$ cat config.mk
export PLATFORM = sky130hd
export DESIGN_NAME = apmu_ibex_pmu_counter_resp
export DESIGN_NICKNAME = d
export VERILOG_FILES = /design/src/rtl/apmu_ibex_pkg.sv /design/src/rtl/apmu_ibex_pmu_counter_bank.sv /design/src/rtl/apmu_ibex_pmu_counter_resp.sv
export SDC_FILE = /design/constraint.sdc
export NUM_CORES = 1
export LEC_CHECK = 0
export ABC_CLOCK_PERIOD_IN_PS = 6200
export CAP_MARGIN = 20
export CORE_MARGIN = 5
export CORE_UTILIZATION = 55
export DETAILED_ROUTE_END_ITERATION = 16
export GPL_TIMING_DRIVEN = 0
export PLACE_DENSITY = 0.73
export SLEW_MARGIN = 40
export SYNTH_ARGS = -nofsm -noshare
export SYNTH_HDL_FRONTEND = slang
export SYNTH_SLANG_ARGS = --single-unit
$ cat constraint.sdc
create_clock -name clk_i -period 6.2 [get_ports clk_i]
set_clock_uncertainty 0.05 [all_clocks]
set_input_delay 1.86 -clock clk_i [delete_from_list [all_inputs] [get_ports clk_i]]
set_output_delay 1.86 -clock clk_i [all_outputs]
set_load 0.005 [all_outputs]
$ cat src/rtl/apmu_ibex_pkg.sv
// -----------------------------------------------------------------------------
// apmu_ibex_pkg
// Shared types and helpers for the APMU counter interface.
//   pmc_op_e        : operation encoding driven by the core on counter_op
//   pmc_resp_fsm_e  : state encoding of the PMU-side responder
//   pmc_map_bytes() : byte size of the register map (counters + periods)
//   pmc_idx_width() : width of a counter index, at least one bit
// -----------------------------------------------------------------------------
package apmu_ibex_pkg;

  typedef enum logic [1:0] {
    PMC_IDLE = 2'b00,
    PMC_REQ  = 2'b01,
    PMC_WFP  = 2'b10,
    PMC_WFO  = 2'b11
  } pmc_op_e;

  typedef enum logic [1:0] {
    RESP_IDLE = 2'b00,
    RESP_RESP = 2'b01,
    RESP_WAIT = 2'b10
  } pmc_resp_fsm_e;

  // Each counter owns one 32-bit counter word and one 32-bit period word.
  function automatic int unsigned pmc_map_bytes(input int unsigned num_counters);
    return 8 * num_counters;
  endfunction

  function automatic int unsigned pmc_idx_width(input int unsigned num_counters);
    return (num_counters > 1) ? $clog2(num_counters) : 1;
  endfunction

endpackage

$ cat src/rtl/apmu_ibex_pmu_counter_bank.sv
// -----------------------------------------------------------------------------
// apmu_ibex_pmu_counter_bank
// Bank of NumCounters 32-bit event counters, each with a period register and a
// sticky overflow flag. One write port shared by counters and periods.
// Ports:
//   clk_i, rst_ni   : clock, asynchronous active-low reset
//   i_idx           : counter index for the write port and the overflow clear
//   i_sel_period    : write targets period[i_idx] instead of counter[i_idx]
//   i_we            : write strobe
//   i_wdata         : write data
//   i_clear_ovf     : clear overflow[i_idx]
//   i_event         : per-counter increment strobes
//   o_counters      : all counter values
//   o_periods       : all period values
//   o_overflow      : sticky overflow flags
// -----------------------------------------------------------------------------
module apmu_ibex_pmu_counter_bank
  import apmu_ibex_pkg::*;
#(
  parameter  int unsigned NumCounters = 8,
  localparam int unsigned IdxW        = pmc_idx_width(NumCounters)
) (
  input  logic                             clk_i,
  input  logic                             rst_ni,
  input  logic [IdxW-1:0]                  i_idx,
  input  logic                             i_sel_period,
  input  logic                             i_we,
  input  logic [31:0]                      i_wdata,
  input  logic                             i_clear_ovf,
  input  logic [NumCounters-1:0]           i_event,
  output logic [NumCounters-1:0][31:0]     o_counters,
  output logic [NumCounters-1:0][31:0]     o_periods,
  output logic [NumCounters-1:0]           o_overflow
);

  for (genvar k = 0; k < NumCounters; k++) begin : g_ctr
    logic [31:0] r_cnt;
    logic [31:0] r_per;
    logic        r_ovf;
    logic        w_hit;
    logic        w_wr_cnt;
    logic        w_wr_per;
    logic        w_ovf_set;
    logic        w_ovf_clr;

    assign w_hit     = (i_idx == IdxW'(k));
    assign w_wr_cnt  = i_we && !i_sel_period && w_hit;
    assign w_wr_per  = i_we &&  i_sel_period && w_hit;
    // A bus write replaces the increment, so a write never produces a wrap.
    assign w_ovf_set = i_event[k] && (r_cnt == 32'hFFFF_FFFF) && !w_wr_cnt;
    assign w_ovf_clr = w_wr_cnt || (i_clear_ovf && w_hit);

    // NOTE: counters and periods are architecturally visible and must read 0
    // after reset, so this bank is built from resettable flops, not a RAM.
    always_ff @(posedge clk_i or negedge rst_ni) begin
      if (!rst_ni) begin
        r_cnt <= '0;
        r_per <= '0;
        r_ovf <= 1'b0;
      end else begin
        // NOTE: non-blocking assignments keep every flop sampling the
        // pre-edge values, so the wrap test above sees the old count.
        if (w_wr_cnt) begin
          r_cnt <= i_wdata;
        end else if (i_event[k]) begin
          r_cnt <= r_cnt + 32'd1;
        end

        if (w_wr_per) begin
          r_per <= i_wdata;
        end

        // Set has priority so a wrap is never lost to a concurrent clear.
        if (w_ovf_set) begin
          r_ovf <= 1'b1;
        end else if (w_ovf_clr) begin
          r_ovf <= 1'b0;
        end
      end
    end

    assign o_counters[k] = r_cnt;
    assign o_periods[k]  = r_per;
    assign o_overflow[k] = r_ovf;
  end

endmodule

$ cat src/rtl/apmu_ibex_pmu_counter_resp.sv
// -----------------------------------------------------------------------------
// apmu_ibex_pmu_counter_resp
// PMU-side responder for the core's counter port. Decodes the byte address
// into counter / period words, serves single-cycle reads and writes, and
// implements the blocking wait-for-period and wait-for-overflow operations.
// Ports:
//   clk_i, rst_ni      : clock, asynchronous active-low reset
//   counter_op_i       : operation from the core
//   counter_gnt_o      : high while idle and able to accept an op
//   counter_rvalid_o   : one-cycle response strobe
//   counter_err_o      : error qualifier, valid with rvalid
//   counter_addr_i     : byte address
//   counter_we_i       : write enable (PMC_REQ only)
//   counter_wdata_i    : write data
//   counter_rdata_o    : response data, valid with rvalid
//   event_i            : per-counter increment strobes
//   overflow_o         : sticky overflow flags
// Map: word w of (addr - BaseAddr): w < N is counter[w], N <= w < 2N is
// period[w-N]; anything else or a misaligned address is an error.
// -----------------------------------------------------------------------------
module apmu_ibex_pmu_counter_resp
  import apmu_ibex_pkg::*;
#(
  parameter int unsigned NumCounters = 8,
  parameter logic [31:0] BaseAddr    = 32'h0000_0000
) (
  input  logic                   clk_i,
  input  logic                   rst_ni,
  input  pmc_op_e                counter_op_i,
  output logic                   counter_gnt_o,
  output logic                   counter_rvalid_o,
  output logic                   counter_err_o,
  input  logic [31:0]            counter_addr_i,
  input  logic                   counter_we_i,
  input  logic [31:0]            counter_wdata_i,
  output logic [31:0]            counter_rdata_o,
  input  logic [NumCounters-1:0] event_i,
  output logic [NumCounters-1:0] overflow_o
);

  localparam int unsigned IdxW      = pmc_idx_width(NumCounters);
  localparam logic [31:0] MapBytes  = 32'(pmc_map_bytes(NumCounters));
  localparam logic [31:0] PeriodOff = 32'(4 * NumCounters);

  // ---------------------------------------------------------------------------
  // Address decode
  // ---------------------------------------------------------------------------
  logic [31:0]     w_off;
  logic            w_addr_ok;
  logic            w_is_period;
  logic [IdxW-1:0] w_dec_idx;

  // Subtraction wraps for addresses below BaseAddr, which then fail the
  // range check like any other out-of-map address.
  assign w_off       = counter_addr_i - BaseAddr;
  assign w_addr_ok   = (w_off < MapBytes) && (w_off[1:0] == 2'b00);
  assign w_is_period = (w_off >= PeriodOff);
  // With a power-of-two bank the low word bits are the index for both halves.
  assign w_dec_idx   = (NumCounters > 1) ? w_off[2 +: IdxW] : '0;

  // ---------------------------------------------------------------------------
  // Counter bank
  // ---------------------------------------------------------------------------
  logic [NumCounters-1:0][31:0] w_cnt;
  logic [NumCounters-1:0][31:0] w_per;
  logic [NumCounters-1:0]       w_ovf;
  logic [IdxW-1:0]              w_bank_idx;
  logic                         w_bank_sel;
  logic                         w_bank_we;
  logic                         w_clear_ovf;

  apmu_ibex_pmu_counter_bank #(
    .NumCounters (NumCounters)
  ) u_bank (
    .clk_i        (clk_i),
    .rst_ni       (rst_ni),
    .i_idx        (w_bank_idx),
    .i_sel_period (w_bank_sel),
    .i_we         (w_bank_we),
    .i_wdata      (counter_wdata_i),
    .i_clear_ovf  (w_clear_ovf),
    .i_event      (event_i),
    .o_counters   (w_cnt),
    .o_periods    (w_per),
    .o_overflow   (w_ovf)
  );

  // ---------------------------------------------------------------------------
  // Responder FSM
  // ---------------------------------------------------------------------------
  pmc_resp_fsm_e   r_state;
  pmc_resp_fsm_e   w_state_nxt;
  logic [IdxW-1:0] r_k;
  logic [IdxW-1:0] w_k_nxt;
  logic            r_wfo;
  logic            w_wfo_nxt;
  logic [31:0]     r_rdata;
  logic [31:0]     w_rdata_nxt;
  logic            r_err;
  logic            w_err_nxt;
  logic            w_cond;

  // Wait condition uses registered bank state only, never this cycle's events.
  assign w_cond = r_wfo ? w_ovf[r_k] : (w_cnt[r_k] >= w_per[r_k]);

  always_ff @(posedge clk_i or negedge rst_ni) begin
    if (!rst_ni) begin
      r_state <= RESP_IDLE;
      r_k     <= '0;
      r_wfo   <= 1'b0;
      r_rdata <= '0;
      r_err   <= 1'b0;
    end else begin
      r_state <= w_state_nxt;
      r_k     <= w_k_nxt;
      r_wfo   <= w_wfo_nxt;
      r_rdata <= w_rdata_nxt;
      r_err   <= w_err_nxt;
    end
  end

  always_comb begin
    // NOTE: every output of this block gets a default first so no path
    // through the case leaves a variable unassigned and infers a latch.
    w_state_nxt = r_state;
    w_k_nxt     = r_k;
    w_wfo_nxt   = r_wfo;
    w_rdata_nxt = r_rdata;
    w_err_nxt   = r_err;
    w_bank_idx  = w_dec_idx;
    w_bank_sel  = w_is_period;
    w_bank_we   = 1'b0;
    w_clear_ovf = 1'b0;

    case (r_state)
      RESP_IDLE: begin
        if (counter_op_i != PMC_IDLE) begin
          w_rdata_nxt = '0;
          w_err_nxt   = 1'b0;
          case (counter_op_i)
            PMC_REQ: begin
              w_state_nxt = RESP_RESP;
              if (!w_addr_ok) begin
                w_err_nxt = 1'b1;
              end else if (counter_we_i) begin
                w_bank_we = 1'b1;
              end else begin
                w_rdata_nxt = w_is_period ? w_per[w_dec_idx] : w_cnt[w_dec_idx];
              end
            end
            PMC_WFP, PMC_WFO: begin
              // Waits are only defined on counter words.
              if (w_addr_ok && !w_is_period) begin
                w_state_nxt = RESP_WAIT;
                w_k_nxt     = w_dec_idx;
                w_wfo_nxt   = (counter_op_i == PMC_WFO);
              end else begin
                w_state_nxt = RESP_RESP;
                w_err_nxt   = 1'b1;
              end
            end
            default: ;
          endcase
        end
      end

      RESP_RESP: begin
        // Drop the response payload so rdata/err read 0 between responses.
        w_state_nxt = RESP_IDLE;
        w_rdata_nxt = '0;
        w_err_nxt   = 1'b0;
      end

      RESP_WAIT: begin
        w_bank_idx = r_k;
        if (counter_op_i == PMC_IDLE) begin
          // Core withdrew the wait: no response is owed.
          w_state_nxt = RESP_IDLE;
        end else if (w_cond) begin
          w_state_nxt = RESP_RESP;
          w_rdata_nxt = w_cnt[r_k];
          w_err_nxt   = 1'b0;
          w_clear_ovf = r_wfo;
        end
      end

      default: begin
        w_state_nxt = RESP_IDLE;
      end
    endcase
  end

  assign counter_gnt_o    = (r_state == RESP_IDLE);
  assign counter_rvalid_o = (r_state == RESP_RESP);
  assign counter_err_o    = r_err;
  assign counter_rdata_o  = r_rdata;
  assign overflow_o       = w_ovf;

endmodule

# After elaboration in Yosys (flattened, before gate mapping)
# Cells that the tools add are included.
dict set report classes {
  n_reduce_logical 87
  eq_ne 25
  muxes 73
  addsub 8
  magnitude_cmp 5
  div 0
  n_mul 0
  bitwise_logic 0
  n_shift 0
}
# op n
set op_table {}
lappend op_table {{2-to-1 mux 32 bit} 27}
lappend op_table {{binary-select mux 32 bit (select 3 bit)} 4}
lappend op_table {{adder 32 x 1 -> 32 bit (second input constant)} 8}
lappend op_table {{== test 32 bit (second input constant)} 8}
lappend op_table {{one-hot mux 32 bit (3 select lines)} 1}
lappend op_table {{logical AND 1 bit} 44}
lappend op_table {{nonzero test 2 bit} 17}
lappend op_table {{greater-or-equal comparator 32 bit} 1}
lappend op_table {{greater-or-equal comparator 32 x 6 -> 1 bit (second input constant)} 1}
lappend op_table {{< comparator 32 x 7 -> 1 bit (second input constant)} 1}
lappend op_table {{2-to-1 mux 1 bit} 31}
lappend op_table {{== test 3 bit (second input constant)} 4}
lappend op_table {{zero test 1 bit} 9}
lappend op_table {{logical OR 1 bit} 8}
lappend op_table {{< comparator 3 x 4 -> 1 bit (second input constant)} 2}
lappend op_table {{2-to-1 mux 2 bit} 4}
lappend op_table {{one-hot mux 2 bit (2 select lines)} 2}
lappend op_table {{AND reduction 4 bit} 2}
lappend op_table {{== test 2 bit (second input constant)} 3}
lappend op_table {{== test 3 x 2 -> 1 bit (second input constant)} 2}
lappend op_table {{zero test 2 bit} 3}
lappend op_table {{== test 2 x 1 -> 1 bit (second input constant)} 2}
lappend op_table {{inequality test 2 bit (second input constant)} 2}
lappend op_table {{binary-select mux 1 bit (select 3 bit)} 1}
lappend op_table {{11 further kinds} 11}
dict set report totals {
  mem_bits_ro 0
  memories 0
  wordCells 227
  output_inout_bits 43
  register_bits 559
  input_bits 77
  latch_bits 0
  ram_bits 0
}

# Longest topological paths before layout
dict set report logic_depth {
  ltp_word 11
  ltp_mapped 16
  mapped_depth_nobuf 9
}

# By module
# A second synthesis with hierarchy kept.
dict set report unflattened {
  hier_cells 3167
  hier_area_um2 34690.8
}
# mod cells_per_inst n_inst area_per_inst_um2 seq_area_each_um2
set by_module_without_submodules {}
lappend by_module_without_submodules {apmu_ibex_pmu_counter_bank 2246 1 24138.2 13012.5}
lappend by_module_without_submodules {apmu_ibex_pmu_counter_resp 921 1 10552.6 975.9}

# Worst setup path before layout
# OpenSTA, ideal clock, no wires.
dict set report synth_timing {
  path_type {register to register}
  startpoint {register r_k[0]}
  endpoint {register r_rdata[0], in the netlist counter_rdata_o[0]}
  stages_incl_launch_ff 16
  required_ns 6.025
  n_path_buf 6
  period_less_slack_ns 4.410
  path_slack_ns 1.790
  arrival_ns 4.236
  setup_ns 0.125
  cell_sequence {dfrtp_1 > buf_2 > buf_2 > buf_2 > buf_2 > buf_2 > mux4_2 > mux2i_1 > ha_1 > and3_1 > o311a_1 > o21ai_0 > a311oi_2 > nor3_4 > buf_2 > mux2_2}
}
dict set report synth_via {
  elab_chain_len 6
  word_cells_on_any_way 13
  classes_between {order compare (1); eq/ne (1); mux (10); reduce/logical (1)}
}
# item line_no
set synth_lines {}
lappend synth_lines {{start: declaration} apmu_ibex_pmu_counter_resp.sv:93} ;# logic [IdxW-1:0] r_k;
lappend synth_lines {{start signal: assignment} apmu_ibex_pmu_counter_resp.sv:115} ;# r_k <= w_k_nxt;
lappend synth_lines {{binary-select mux 32 bit (select 3 bit) (on tied branches)} {apmu_ibex_pmu_counter_resp.sv:104, apmu_ibex_pmu_counter_resp.sv:181}}
lappend synth_lines {{2-to-1 mux 32 bit (on tied branches)} {apmu_ibex_pmu_counter_resp.sv:104, apmu_ibex_pmu_counter_resp.sv:181}}
lappend synth_lines {{greater-or-equal comparator 32 bit} apmu_ibex_pmu_counter_resp.sv:104} ;# assign w_cond = r_wfo ? w_ovf[r_k] : (w_cnt[r_k] >= w_per[r_k]);
lappend synth_lines {{2-to-1 mux 1 bit} apmu_ibex_pmu_counter_resp.sv:104}
lappend synth_lines {{inequality test 2 bit (no line)} -}
lappend synth_lines {{AND reduction 4 bit (no line)} -}
lappend synth_lines {{end signal: assignment} apmu_ibex_pmu_counter_resp.sv:117} ;# r_rdata <= w_rdata_nxt;
lappend synth_lines {{end: declaration} apmu_ibex_pmu_counter_resp.sv:97} ;# logic [31:0] r_rdata;
# Several ways; a longest one is shown, not always the timed one. The select of a mux whose other input is x is not followed.
# A chain may end at the register's enable or synchronous reset.

# Final worst setup path
dict set report layout_timing {
  startpoint {register r_k[1]}
  endpoint {register r_rdata[11], in the netlist counter_rdata_o[11]}
}
# The elaborated chain is that of the path after synthesis.

==> key figures <==
Placed design
  – RePlAce Congestion: 0.977
  – HPWL after detailed placement: 95000 µm
  – Setup WS pre-CTS: -0.810 ns
  – Area after DPL: 37700 µm²
  – Inst Count DP: 3931
  – IO buf count: 112

Synthesis
  – Post-synth EDFFs: 0
  – Synthesized flop and latch total: 559
  – Sequential element share of the synthesized area: 39.9%
  – Synth Net Count: 3081
  – Mean Syn Cell Area: 11.8 µm²
  – Synthesized cell area: 35100 µm²
  – Main synth FF type: dfrtp_1
  – Yosys warning total: 0
  – Synthesized netlist cell count: 2960
  – Async S/R FF share, synth: 100%
  – Synth unique cells: 63

Power and ir drop
  – Tot Pwr: 9.54 mW
  – Worst vdd ir: 0.225 mV
  – Leakage power: 17.2 nW
  – Pwr/cell area: 239 nW/µm²

CTS
  – Hold Buf Count CTS: 0
  – Root buf cell: clkbuf_16
  – H-tree depth: 3
  – Clk_lat worst skew: 0.62 ns
  – CTS Buf Count: 66
  – Maximum clock path buffer count: 3
  – Clock Pin Slew Worst Setup and Hold Paths: 0.06 ns
  – Clock Sinks: 559
  – TritonCTS clock tree: done

Setup path
  – CP max FO: 19
  – Crit. End Element: flop
  – Worst path most repeated cell: buf_4
  – CP max stage delay: 0.74 ns
  – Worst path top cell family by delay: buffers and inverters
  – Crit Reg-Reg Startpoint: r_k[1]
  – Reg-to-reg endpoint: counter_rdata_o[11]
  – Critical Path, Cell by Cell: buf_2, buf_4, buf_4, buf_4, clkbuf_2, mux4_2, mux2i_1, ha_1, and4_1, nand4_1, or4_1, a311oi_2, nor3_4, buf_4, mux2_1
  – Flop-to-flop setup slack: 0.05 ns
  – Critical Path RT: 6.64 ns
  – Arrival time worst endpoint: 6.58 ns
  – Worst Path Class, Setup: flop to flop
  – CP Launch Type: flop
  – Slowest cell on crit path: or4_1
  – WP buf/inv: 6
  – FF-to-FF path depth: 15

STA
  – Final setup TNS: 0 ns
  – Final setup fails: 0
  – Final period util: 99.1%
  – Tightest Pin Transition: 0.971 ns
  – Relative slew slack: 35.1%
  – Fmax: 163 MHz
  – RSZ-0062 raised after global routing: false
  – Fin. Hold Viols: 0
  – Pins over their slew limit: 0
  – Min Hold Slack: 0.439 ns
  – Final min period: 6.15 ns
  – Setup WS post-layout: 0.0531 ns

Worst hold path
  – Hold crit path type: flop to flop
  – Worst Hold Launch: counter_rdata_o[1]
  – Hold depth: 1
  – Worst hold endpoint: counter_rdata_o[1]

Floorplan
  – Initial Utilization: 55.6%
  – Die height: 262 µm
  – Die area: 68900 µm²
  – Row count: 92
  – Die Width: 262 µm
  – I/O pins: 120
  – Placeable Area: 63100 µm²

Status
  – Outcome: finished, final reports clean

GRT
  – First-pass GRT wire length: 188000 µm
  – Total GRT Usage: 36.4%
  – Via count of the first global-routing pass: 28200
  – Pin count of the biggest net entering global routing: 73
  – Antenna violations before repair: 2
  – Global route total overflow: 0

Route
  – Drt pass-1 iters: 6
  – Vias per cell: 6.83
  – DRT Wirelength: 129000 µm
  – Post-route antenna net violation count: 0
  – Post-route DRC violation count: 0
  – DRT iter0 DRCs: 3310
  – WL per Instance: 31.8 µm
  – Vias: 27700

Layout
  – Final nets: 3272
  – Fill cell count: 4889
  – Post-Route Utilization: 63.4%
  – Layout overhead on the synthesized area: 14.0%
  – Share of layout cells above drive strength 1: 26.5%
  – Post-route cell area: 40000 µm²
  – Non-filler cells, final: 4050

Run
  – Maxcap violations: 0
how the worst max path moves through the flow:
stage	slack (ns)	endpoint	start	cells past startpoint
detailed placement	-0.81	counter_rdata_o[13]	r_k[1]	15
CTS	0.04	counter_rdata_o[7]	r_k[0]	15
global route	0.10	counter_rdata_o[7]	r_k[1]	15
global placement	-22.05	counter_rdata_o[10]	rst_ni	1
finish	0.05	counter_rdata_o[11]	r_k[1]	15
floorplan	1.79	counter_rdata_o[0]	r_k[0]	15
where the power goes:
part           leakage, nW  total, mW  internal [mW]  switching [mW]
clock                 1.12       4.15           2.49            1.65
combinational         8.40       1.26          0.550           0.706
sequential            7.67       4.14           3.83           0.305
cells in the mapped netlist (15+ instances only):
master / n / share of area (%)
a21oi_1: 268 / 3.8
and3_1: 49 / 0.87
and4_1: 20 / 0.50
buf_1: 22 / 0.24
buf_12: 15 / 0.86
buf_2: 75 / 1.1
clkbuf_1: 98 / 1.0
dfrtp_1: 559 / 40
ha_1: 44 / 1.6
inv_1: 27 / 0.29
mux2_1: 18 / 0.58
mux2_2: 157 / 5.0
mux2_4: 150 / 6.4
mux2i_1: 106 / 3.0
mux4_2: 258 / 17
nand2_1: 138 / 1.5
nand3_1: 103 / 1.5
nand4_1: 75 / 1.3
nor2_1: 325 / 3.5
nor3_1: 31 / 0.44
nor4_1: 25 / 0.45
o21ai_0: 15 / 0.21
o221ai_1: 32 / 0.80
xnor2_1: 113 / 2.8
xor2_1: 134 / 3.3
cells in the final DEF, fill, tap and decap left out, types with 75 or more instances in the layout:
| master | instances |
|---|---|
| clkdlybuf4s50_1 | 111 |
| a21oi_1 | 268 |
| mux2_2 | 157 |
| nor2_1 | 324 |
| dfrtp_1 | 559 |
| mux4_2 | 258 |
| nand4_1 | 75 |
| mux2_4 | 150 |
| xor2_1 | 134 |
| xnor2_1 | 113 |
| nand3_1 | 103 |
| clkbuf_1 | 94 |
| buf_2 | 80 |
| mux2i_1 | 106 |
| nand2_1 | 138 |
kinds of logic (layout without fill, tap and decap cells):
| logic type | after synthesis | after routing | synth area share [%] |
|---|---|---|---|
| DFF | 559 | 559 | 39.9 |
| buffers and inverters | 253 | 494 | 3.91 |
| AOI/OAI and AO/OA | 344 | 344 | 5.55 |
| other | 0 | 3 | 0 |
| and+or+nand+nor | 824 | 824 | 11.3 |
| xor gates and xnor gates | 247 | 247 | 6.17 |
| adders and majority gates | 44 | 44 | 1.57 |
| muxes | 689 | 689 | 31.6 |
worst register-to-register path, cell delays in order, from the launching register on:
cell and delay [ns]:
dfrtp_1 0.33, buf_2 0.21, buf_4 0.39, buf_4 0.51, buf_4 0.43, clkbuf_2 0.49
mux4_2 0.40, mux2i_1 0.44, ha_1 0.22, and4_1 0.44, nand4_1 0.22, or4_1 0.74
a311oi_2 0.39, nor3_4 0.14, buf_4 0.26, mux2_1 0.37
routing by layer:
layer / vias up / global-route usage (%) / share of wire, %
met5: - / 0 / 0.010
met4: 2 / 21.4 / 7.3
met1: 14300 / 47.0 / 38
met3: 420 / 8.97 / 9.0
li1: 11400 / - / -
met2: 1556 / 56.3 / 46
sequential cells by signal (all words and copies together) (netlist names):
signal,cells
r_wfo,1
u_bank.g_ctr.r_ovf,8
r_state,2
u_bank.g_ctr.r_cnt,256
u_bank.g_ctr.r_per,256
counter_rdata_o,32
r_k,3
counter_err_o,1
cell type report:
cell class	count	area (µm²)	area share, %
clock buffer	98	2010	5.02
inverter	27	101	0.254
sequential	559	14000	35.0
clock inverter	20	263	0.657
antenna	3	7.51	0.0188
tap	846	1060	2.65
buffer	224	1330	3.32
multi-input combinational	2148	19800	49.5
timing repair buffer	125	1420	3.54
what timing repair did:
action / 4_1_cts / 5_1_grt
endpoints found under the setup margin: 35 / 30
resized for setup: 9 / 4
cloned: 0 / 0
buffers inserted: 0 / 0
Power figures use the tool's default switching activity.
